### config.mk
export PLATFORM = sky130hd
export DESIGN_NAME = ahb_lite_bus_arbiter
export DESIGN_NICKNAME = d
export VERILOG_FILES = /design/src/rtl/ahb_lite_bus_arbiter.sv
export SDC_FILE = /design/constraint.sdc
export NUM_CORES = 1
export LEC_CHECK = 0
export ABC_AREA = 1
export BUFFER_PORTS_ARGS = -buffer_cell sky130_fd_sc_hd__clkbuf_2
export CAP_MARGIN = 20
export CELL_PAD_IN_SITES_DETAIL_PLACEMENT = 1
export CELL_PAD_IN_SITES_GLOBAL_PLACEMENT = 2
export CORE_ASPECT_RATIO = 0.9
export CORE_MARGIN = 1
export CORE_UTILIZATION = 13
export DETAILED_ROUTE_END_ITERATION = 8
export HOLD_SLACK_MARGIN = 0.12
export PLACE_DENSITY = 0.87
export SETUP_SLACK_MARGIN = 0.1
export SKIP_CTS_REPAIR_TIMING = 1
export SYNTH_ARGS = -nofsm -noshare
export SYNTH_HDL_FRONTEND = slang
export SYNTH_SLANG_ARGS = --single-unit
### constraint.sdc
create_clock -name HCLK -period 2.2 [get_ports HCLK]
set_input_delay 0.11 -clock HCLK [delete_from_list [all_inputs] [get_ports HCLK]]
set_output_delay 0.11 -clock HCLK [all_outputs]
set_load 0.05 [all_outputs]
### src/rtl/ahb_lite_bus_arbiter.sv
// ---------------------------------------------------------------------------
// ahb_lite_bus_arbiter
//
// Two-master AHB-Lite arbiter with address/control and write-data muxing.
// Grants the address phase round-robin, never breaks a defined-length burst
// or a locked sequence, caps undefined-length INCR bursts at MAX_INCR beats,
// and tracks the data-phase owner so HWDATA follows the beat in flight.
// All state changes only on HREADY-high edges.
//
// Ports:
//   HCLK, HRESETn            clock, synchronous active-low reset
//   HBUSREQ[1:0], HLOCK[1:0] per-master request / lock request
//   H*_M0, H*_M1             per-master address-phase controls and write data
//   HREADY                   shared bus ready from the slave response mux
//   HGRANT[1:0]              registered one-hot grant
//   HMASTER                  address-phase owner (index of HGRANT)
//   HMASTER_D                data-phase owner
//   HMASTLOCK                registered lock of the current owner
//   HADDR..HBURST            address-phase signals muxed by HMASTER
//   HWDATA                   write data muxed by HMASTER_D
// ---------------------------------------------------------------------------
module ahb_lite_bus_arbiter #(
    parameter int ADDR_W   = 32,
    parameter int DATA_W   = 32,
    parameter int MAX_INCR = 16,
    parameter int PARK     = 0
) (
    input  logic              HCLK,
    input  logic              HRESETn,
    input  logic [1:0]        HBUSREQ,
    input  logic [1:0]        HLOCK,
    input  logic [ADDR_W-1:0] HADDR_M0,
    input  logic [ADDR_W-1:0] HADDR_M1,
    input  logic [1:0]        HTRANS_M0,
    input  logic [1:0]        HTRANS_M1,
    input  logic              HWRITE_M0,
    input  logic              HWRITE_M1,
    input  logic [2:0]        HSIZE_M0,
    input  logic [2:0]        HSIZE_M1,
    input  logic [2:0]        HBURST_M0,
    input  logic [2:0]        HBURST_M1,
    input  logic [DATA_W-1:0] HWDATA_M0,
    input  logic [DATA_W-1:0] HWDATA_M1,
    input  logic              HREADY,
    output logic [1:0]        HGRANT,
    output logic              HMASTER,
    output logic              HMASTER_D,
    output logic              HMASTLOCK,
    output logic [ADDR_W-1:0] HADDR,
    output logic [1:0]        HTRANS,
    output logic              HWRITE,
    output logic [2:0]        HSIZE,
    output logic [2:0]        HBURST,
    output logic [DATA_W-1:0] HWDATA
);

    localparam logic [1:0] TR_IDLE   = 2'b00;
    localparam logic [1:0] TR_BUSY   = 2'b01;
    localparam logic [1:0] TR_NONSEQ = 2'b10;
    localparam logic [1:0] TR_SEQ    = 2'b11;

    localparam logic       PARK_S     = (PARK != 0);
    localparam logic [7:0] MAX_INCR_S = 8'(MAX_INCR);

    // Beats in a burst; undefined-length INCR is treated as MAX_INCR beats.
    function automatic logic [7:0] burst_len(input logic [2:0] hburst);
        logic [7:0] len;
        case (hburst)
            3'b000:         len = 8'd1;
            3'b001:         len = MAX_INCR_S;
            3'b010, 3'b011: len = 8'd4;
            3'b100, 3'b101: len = 8'd8;
            3'b110, 3'b111: len = 8'd16;
            default:        len = 8'd1;
        endcase
        return len;
    endfunction

    logic [1:0] grant_r;
    logic       owner_r;       // address-phase owner, doubles as last-granted
    logic       owner_d_r;
    logic       mastlock_r;
    logic [7:0] beats_left_r;

    logic [1:0] own_trans_s;
    logic [2:0] own_burst_s;
    logic [7:0] own_len_s;
    logic       other_s;
    logic       arb_s;
    logic       next_owner_s;
    logic [7:0] beats_next_s;

    // Address/control mux follows the address-phase owner.
    always_comb begin
        HADDR  = HADDR_M0;
        HTRANS = HTRANS_M0;
        HWRITE = HWRITE_M0;
        HSIZE  = HSIZE_M0;
        HBURST = HBURST_M0;
        if (owner_r) begin
            HADDR  = HADDR_M1;
            HTRANS = HTRANS_M1;
            HWRITE = HWRITE_M1;
            HSIZE  = HSIZE_M1;
            HBURST = HBURST_M1;
        end else begin
            HADDR  = HADDR_M0;
            HTRANS = HTRANS_M0;
            HWRITE = HWRITE_M0;
            HSIZE  = HSIZE_M0;
            HBURST = HBURST_M0;
        end
    end

    // Write data follows the data-phase owner, one accepted beat behind.
    always_comb begin
        HWDATA = HWDATA_M0;
        if (owner_d_r) begin
            HWDATA = HWDATA_M1;
        end else begin
            HWDATA = HWDATA_M0;
        end
    end

    assign own_trans_s = HTRANS;
    assign own_burst_s = HBURST;
    assign own_len_s   = burst_len(own_burst_s);
    assign other_s     = ~owner_r;

    // Arbitration point: only at the end of a burst, an idle slot, or a
    // capped INCR, and never while the owner holds the bus locked.
    always_comb begin
        arb_s = 1'b0;
        if (HREADY && !mastlock_r) begin
            case (own_trans_s)
                TR_IDLE:   arb_s = 1'b1;
                TR_NONSEQ: arb_s = (own_len_s == 8'd1);
                TR_SEQ:    arb_s = (beats_left_r == 8'd1);
                TR_BUSY:   arb_s = 1'b0;
                default:   arb_s = 1'b0;
            endcase
        end else begin
            arb_s = 1'b0;
        end
    end

    // Round-robin choice: prefer the other master, then the current one,
    // else park.
    always_comb begin
        next_owner_s = owner_r;
        if (arb_s) begin
            if (HBUSREQ[other_s]) begin
                next_owner_s = other_s;
            end else if (HBUSREQ[owner_r]) begin
                next_owner_s = owner_r;
            end else begin
                next_owner_s = PARK_S;
            end
        end else begin
            next_owner_s = owner_r;
        end
    end

    // Remaining-beat tracking of the owner's burst; saturates at zero so an
    // INCR continued past the cap simply runs on without re-arbitration.
    always_comb begin
        beats_next_s = beats_left_r;
        case (own_trans_s)
            TR_NONSEQ: beats_next_s = own_len_s - 8'd1;
            TR_SEQ:    beats_next_s = (beats_left_r == 8'd0) ? 8'd0 : beats_left_r - 8'd1;
            default:   beats_next_s = beats_left_r;
        endcase
    end

    // Grant, owner, lock and beat state advance only on accepted beats.
    always_ff @(posedge HCLK) begin
        if (!HRESETn) begin
            grant_r      <= PARK_S ? 2'b10 : 2'b01;
            owner_r      <= PARK_S;
            owner_d_r    <= PARK_S;
            mastlock_r   <= 1'b0;
            beats_left_r <= 8'd0;
        end else if (HREADY) begin
            grant_r      <= next_owner_s ? 2'b10 : 2'b01;
            owner_r      <= next_owner_s;
            owner_d_r    <= owner_r;
            mastlock_r   <= HLOCK[next_owner_s];
            beats_left_r <= beats_next_s;
        end
    end

    assign HGRANT    = grant_r;
    assign HMASTER   = owner_r;
    assign HMASTER_D = owner_d_r;
    assign HMASTLOCK = mastlock_r;

endmodule

# After elaboration in Yosys (flattened, before gate mapping)
# Memories as Yosys holds them, arrays and structs flattened.
# Index checks and enable logic that the tools add are counted.
[op_classes]
n_addsub = 2
magnitude_cmp = 3
n_eq_ne = 5
mux = 20
n_bitwise = 1
n_reduce_logical = 6
[op_table]
columns = ["cell", "count"]
rows = [
  ["$mux W32", 2],
  ["$eq A8 B1 Y1 const B", 2],
  ["$pmux W8 S2", 1],
  ["$sub A8 B1 Y8 const B", 2],
  ["$mux W1", 11],
  ["$logic_not A8 Y1", 1],
  ["$mux W8", 1],
  ["$lt A1 B2 Y1 const B", 3],
  ["$mux W3", 2],
  ["$eq A2 B2 Y1 const B", 2],
  ["$mux W2", 2],
  ["$pmux W1 S4", 1],
  ["$eq A2 B1 Y1 const B", 1],
  ["$logic_not A2 Y1", 1],
  ["$reduce_and A2 Y1", 1],
  ["$reduce_bool A2 Y1", 1],
  ["$logic_and A1 B1 Y1", 1],
  ["$logic_not A1 Y1", 1],
  ["$not A1 Y1", 1],
]
[word_totals]
register_bits = 13
mem_bits_ro = 32
in_bits = 153
output_inout_bits = 78
wordCells = 43
mem_count = 1
[mem_list]
columns = ["memory", "words", "word_bits", "read_ports", "rd_clocked_by_memory_dff", "wr", "line_no", "text"]
rows = [
  ["(name not given)", 8, 4, 1, 0, 0, "68", "case (hburst)"],
]

# Longest topological paths before layout
# Gate-level depths: netlist of the first run.
# An unclocked memory read counts as a cell.
[depth]
ltp_word = 8
ltp_mapped = 14
ltp_nobuf = 13

# Least setup slack after synthesis of the first run
# No wires, ideal clock.
[synth_timing]
path_type = "reg-to-reg"
from = "register with a tool-made name"
to = "register beats_left_r[2]"
setup_ns = 0.095
t_arrival_ns = 2.267
required_ns = 2.105
slack_ns = -0.162
path_stages_with_launch = 12
period_less_slack_ns = 2.362
cell_sequence = "dfxtp_1 buf_6 inv_4 nand2_1 nand2_2 inv_1 ha_1 inv_1 ha_1 nor2_1 nor2_1 a221oi_1"
[synth_lines]
columns = ["element", "line_no", "text"]
rows = [
  ["end signal, assigned", "188", "beats_left_r <= beats_next_s;"],
  ["end, declared", "83", "logic [7:0] beats_left_r;"],
]

==> results.tsv, run 1 <==
stage	metric	value	unit
status	status	finished, final reports clean	
timing	worstMarginPinSlew	0.4217	ns
setup_path	critical_path_class	register to register	
pwr	pwr-share-comb	0.659	
timing	setup_viol	0	
setup_path	crit_path_max_incr_delay	0.38	ns
layout	final_cell_mix	clkbuf_2 (230), nand2_1 (138), mux2_2 (32)	
setup_path	crit_chain	inv_4, nand2_1, nand2_2, clkinvlp_4, ha_1, inv_1, ha_1, nor2_1, nor2_1, a221oi_1	
routing	ant_nets	0	
synthesis	synthCells	302	
cts	clockRootBuffer	clkbuf_16	
routing	vias	2742	
cts	cts_tree	built	
timing	skew	0.001835	ns
timing	relSlewSlack	0.7189	
synthesis	ys_seq_area_frac	0.1332	
pwr	ir_drop	219.0	uV
timing	layout_min_cycle_time	1.797	ns
layout	drive_above_1_share	0.5467	
pwr	power.density	583.0	mW/mm^2
cts	cts.sinks	12	
synthesis	yosysUniqueCellTypes	29	
routing	wl_per_cell	12.28	um
routing	first_pass_iters	4	
synthesis	syn_nets	461	
floorplan	die_y	113.7	um
layout	nets	685	
cts	clk_pin_slew	0.05	ns
setup_path	startpoint_type	register	
pwr	p_total	1877	uW
setup_path	worstPathRequired	2.34	ns
pwr	power.leakage	0.001941	uW
synthesis	synth_area_per_cell	5.970	um^2
floorplan	start_util	0.1339	
cts	clock_path_buffers	2	
job	maxCapViolCount	0	
floorplan	die-area	0.01434	mm^2
timing	timing.final.crit_share	0.8168	
place	gp_congestion	0.8044	
setup_path	critPathMaxFanout	9	
layout	mostFrequentLayoutCell	clkbuf_2	
global_routing	grt.overflow.total	0	
routing	drt-total-wl	8.511	mm
place	port_buffers	230	
pwr	swShare	0.5373	
timing	slew_violations	0	
timing	hold_viol	0	
layout	area_delta_synth_final	78.56	%
global_routing	grt_max_degree	40	
timing	rsz0062_at_grt	no	
setup_path	end_kind	register	
pwr	intPower	868.4	uW
routing	drc	0	
worst_hold_path	min_path_type	input port to register	
cts	clkLatencyLatePin	0.24	ns
global_routing	grt_pass1_vias	2864	
layout	antenna_cells	0	
pwr	power.switching	1009	uW
place	hpwl	7.626	mm
setup_path	slowest_stage	dfxtp_4	
floorplan	pin_count	231	
setup_path	arrival	1.94	ns
timing	fmax	0.5565	GHz
global_routing	grt_pass1_wl	13.65	mm
floorplan	fp.dieW	126.1	um
routing	dr.first_iter.drc_count	73	
global_routing	track_usage	0.1157	
cts	cts_buffers	3	
timing	setup_tns	0	ns
routing	viasPerCell	3.957	
floorplan	fp-row-count	40	
cts	cts_max_level	1	
synthesis	synth_seq_cells	12	
floorplan	core	0.01346	mm^2
synthesis	synth_warnings	0	
pwr	seq_power_share	0.139	
synthesis	synth_area	0.001803	mm^2
pwr	clkPwrFrac	0.203	
global_routing	antenna_found_initial	0	
==> stage by stage <==
step	setup slack (ns)	util	hold slack, ns	cells	cell area, um^2
after floorplan	0.1411	-	0.1994	302	1810
after global placement	0.4939	0.2325	0.3719	689	3131
after detailed placement	0.3662	0.2325	0.3767	689	3131
after CTS	0.3711	0.2391	0.1188	693	3219
after global routing	0.1667	0.2391	0.1222	693	3219
final	0.4031	0.2391	0.1175	693	3219
==> area by class of cell <==
cell class	instances	area (um^2)
Fill cell	1765	10240
Timing Repair Buffer	233	1174
Clock buffer	4	88.84
Inverter	33	130.1
Sequential cell	12	244.0
Multi-Input combinational cell	243	1373
Tap cell	168	210.2
==> kinds of logic after synthesis <==
group / synth area share
flip-flops: 0.1332
AO/OA/AOI/OAI: 0.09300
adder cells (fa/ha/maj): 0.04164
multiplexers: 0.1999
AND/OR/NAND/NOR: 0.4074
buffers and inverters: 0.1055
XOR/XNOR: 0.01943
==> final timing paths <==
check,from,to,slack [ns],cells past startpoint
max,register,beats_left_r[2]$_SDFFE_PN0P_,0.40,10
min reg2reg,HMASTLOCK$_SDFFE_PN0P_,HMASTLOCK$_SDFFE_PN0P_,0.50,2
max reg2reg,register,beats_left_r[2]$_SDFFE_PN0P_,0.40,10
min,HREADY,HMASTER_D$_SDFFE_PN0P_,0.12,2
==> flip-flops by register name, summed over array words and instances (netlist names), named ones only <==
name and flops:
HMASTER_D 1, beats_left_r 8, HMASTLOCK 1, HGRANT 1
==> layer usage <==
| metal | vias to the layer above | GRT usage | part of all wire |
|---|---|---|---|
| met1 | 1238 | 0.1450 | 0.43 |
| li1 | 1400 | - | - |
| met5 | - | 0 | 0 |
| met2 | 97 | 0.2155 | 0.52 |
| met4 | 0 | 0.009639 | 0.0032 |
| met3 | 7 | 0.01829 | 0.051 |
==> synth_stat cells (all sizes together) <==
| cell type | n | area share |
|---|---|---|
| a21oi | 10 | 0.028 |
| a221oi | 3 | 0.015 |
| a31oi | 2 | 0.015 |
| buf | 3 | 0.012 |
| clkbuf | 11 | 0.023 |
| dfxtp | 12 | 0.13 |
| ha | 6 | 0.042 |
| inv | 33 | 0.070 |
| mux2 | 32 | 0.20 |
| nand2 | 143 | 0.31 |
| nand3 | 16 | 0.047 |
| nor2 | 13 | 0.039 |
| nor3 | 4 | 0.014 |
| o211ai | 1 | 0.0042 |
| o21ai | 9 | 0.031 |
| xor2 | 4 | 0.019 |
==> power by group through the flow <==
| stage | Combinational, uW | Clock, uW | Sequential [uW] |
|---|---|---|---|
| final | 1240 | 380 | 261 |
| after global placement | 1220 | 0 | 264 |
| after global routing | 1330 | 407 | 264 |
| after floorplan | 878 | 0 | 277 |
| after detailed placement | 1250 | 0 | 265 |
| after CTS | 1250 | 390 | 261 |
==> critical path: cells and delay by family (launching register included) <==
kind | cells | cell delay (ns)
AOI/OAI and AO/OA | 1 | 0.28
buffers and inverters | 3 | 0.27
and+or+nand+nor | 4 | 0.33
adders and majority gates | 2 | 0.42
DFF | 1 | 0.38
No activity file was read; power rests on OpenSTA's default activity.
==> run 2, diff against run 1 <==
--- a/config.mk
+++ b/config.mk
@@ -12,10 +12,10 @@
 export CELL_PAD_IN_SITES_GLOBAL_PLACEMENT = 2
 export CORE_ASPECT_RATIO = 0.9
 export CORE_MARGIN = 1
-export CORE_UTILIZATION = 13
+export CORE_UTILIZATION = 12
 export DETAILED_ROUTE_END_ITERATION = 8
 export HOLD_SLACK_MARGIN = 0.12
-export PLACE_DENSITY = 0.87
+export PLACE_DENSITY = 0.85
 export SETUP_SLACK_MARGIN = 0.1
 export SKIP_CTS_REPAIR_TIMING = 1
 export SYNTH_ARGS = -nofsm -noshare
==> constraint.sdc (replaced) <==
create_clock -name HCLK -period 1.5 [get_ports HCLK]
set_input_delay 0.075 -clock HCLK [delete_from_list [all_inputs] [get_ports HCLK]]
set_output_delay 0.075 -clock HCLK [all_outputs]
set_load 0.05 [all_outputs]
==> results.tsv, run 2 (same netlist as run 1, synthesis figures left out) <==
stage	metric	value	unit
timing	rsz0062_at_grt	yes	
place	dp_cells	744	
cts	clk_pin_slew	0.04	ns
pwr	ir_drop	290.4	uV
floorplan	fp.dieW	131.2	um
global_routing	grt_pass1_vias	2902	
timing	setup_tns	-1.380	ns
floorplan	die-area	0.01552	mm^2
routing	vias	3012	
place	port_buffers	230	
floorplan	die_y	118.3	um
layout	final_cells	773	
job	maxCapViolCount	0	
floorplan	fp-row-count	42	
layout	area_delta_synth_final	168.1	%
pwr	power.leakage	0.002600	uW
global_routing	met2_usage	0.2101	
cts	cts_max_level	1	
layout	nets	735	
status	status	finished with violations	
global_routing	grt_max_degree	31	
layout	mostFrequentLayoutCell	clkbuf_2	
place	hpwl	7.720	mm
worst_hold_path	min_path_type	input port to register	
floorplan	core	0.01471	mm^2
global_routing	antenna_found_initial	0	
timing	layout_min_cycle_time	1.658	ns
layout	antenna_cells	0	
setup_path	startpoint_type	register	
pwr	power.density	750.2	mW/mm^2
timing	skew	0.001659	ns
place	gp_congestion	0.7343	
timing	setup_slack	-0.1580	ns
global_routing	busiest_layer	met2	
global_routing	track_usage	0.1089	
routing	first_pass_iters	4	
place	place_ws	-0.2017	ns
status	failed_checks	setup timing	
layout	largest_register_ffs	8	
worst_hold_path	min_from	HREADY	
layout	final_cell_mix	clkbuf_2 (158), nand2_1 (77), nand2_2 (52)	
setup_path	worstPathRequired	1.62	ns
setup_path	critical_path_class	register to register	
timing	slew_violations	0	
routing	dr.first_iter.drc_count	73	
timing	setup_viol	20	
routing	wl_per_cell	13.78	um
floorplan	pin_count	231	
layout	fillers	1798	
layout	multi_input_area	0.001846	mm^2
setup_path	critPathMaxFanout	6	
setup_path	arrival	1.78	ns
cts	cts.sinks	12	
routing	ant_nets	0	
cts	clock_path_buffers	2	
timing	hold_slack	0.1085	ns
timing	fmax	0.6031	GHz
floorplan	start_util	0.1225	
routing	drc	0	
layout	max_flop_register	beats_left_r	
setup_path	end_kind	register	
routing	viasPerCell	3.897	
cts	cts_buffers	3	
cts	cts_tree	built	
timing	worstMarginPinSlew	0.3929	ns
timing	hold_viol	0	
global_routing	grt_pass1_wl	13.86	mm
global_routing	grt.overflow.total	0	
global_routing	met3_usage	0.03175	
cts	clockRootBuffer	clkbuf_16	
timing	timing.final.crit_share	1.105	
global_routing	met1_usage	0.1173	
routing	drt-total-wl	10.65	mm
layout	drive_above_1_share	0.7322	
layout	regArea	247.7	um^2
timing	relSlewSlack	0.7371	
cts	clkLatencyLatePin	0.24	ns
## run 2: cell count changes in the layout (fill, tap and decap cells not counted), moves of 12 or more
cell / previous run / this run
nand2_1: 138 / 77
mux2_4: 0 / 29
buf_6: 0 / 20
nand2_2: 4 / 52
buf_4: 3 / 40
clkbuf_2: 230 / 158
buf_8: 0 / 49
nand2_4: 1 / 13
mux2_2: 32 / 3
## run 2: through the flow
stage,util,instance area (um^2),power [uW]
floorplan,-,2046,1809
global placement,0.2435,3582,2422
detailed placement,0.2435,3582,2440
CTS,0.2488,3661,2958
global route,0.3285,4833,3808
finish,0.3285,4833,3626
## run 2: layout make-up
type                            count  area share
Timing Repair Buffer              283      0.4685
Multi-Input combinational cell    243      0.3818
Sequential cell                    12     0.05126
Tap cell                          198     0.05126
Inverter                           33     0.03081
Clock buffer                        3     0.01553
Clock inverter                      1   0.0007766
## run 2: where the power goes
part | switching (uW) | internal [uW] | total [uW]
logic | 1560 | 1170 | 2730
registers | 37.5 | 351 | 388
clock network | 153 | 352 | 505
## run 2: routing by layer
metal  vias up  part of all wire  routed length, um
met4         0            0.0048                 51
met5         -                 0                  0
met1      1356              0.37               3966
met2       149              0.54               5738
li1       1502                 -                  -
met3         5             0.084                894
## run 2: final timing paths
check	to	slack, ns	cells past startpoint
worst max-delay path	HMASTLOCK$_SDFFE_PN0P_	-0.16	12
worst min register to register	HMASTLOCK$_SDFFE_PN0P_	0.52	2
worst max register to register	HMASTLOCK$_SDFFE_PN0P_	-0.16	12
worst min-delay path	HGRANT[0]$_SDFFE_PN1P_	0.11	3
## run 2: worst max-delay path, cell delays in order, from the launching register on
cell and delay [ns]:
dfxtp_4 0.39, buf_6 0.15, nand2_4 0.07, nand2_8 0.05
buf_4 0.14, nor2_1 0.18, nand3_4 0.11, nand3_4 0.10
nand2_4 0.07, nand2_4 0.09, nand3_2 0.08, nand3_2 0.08
a21oi_2 0.05
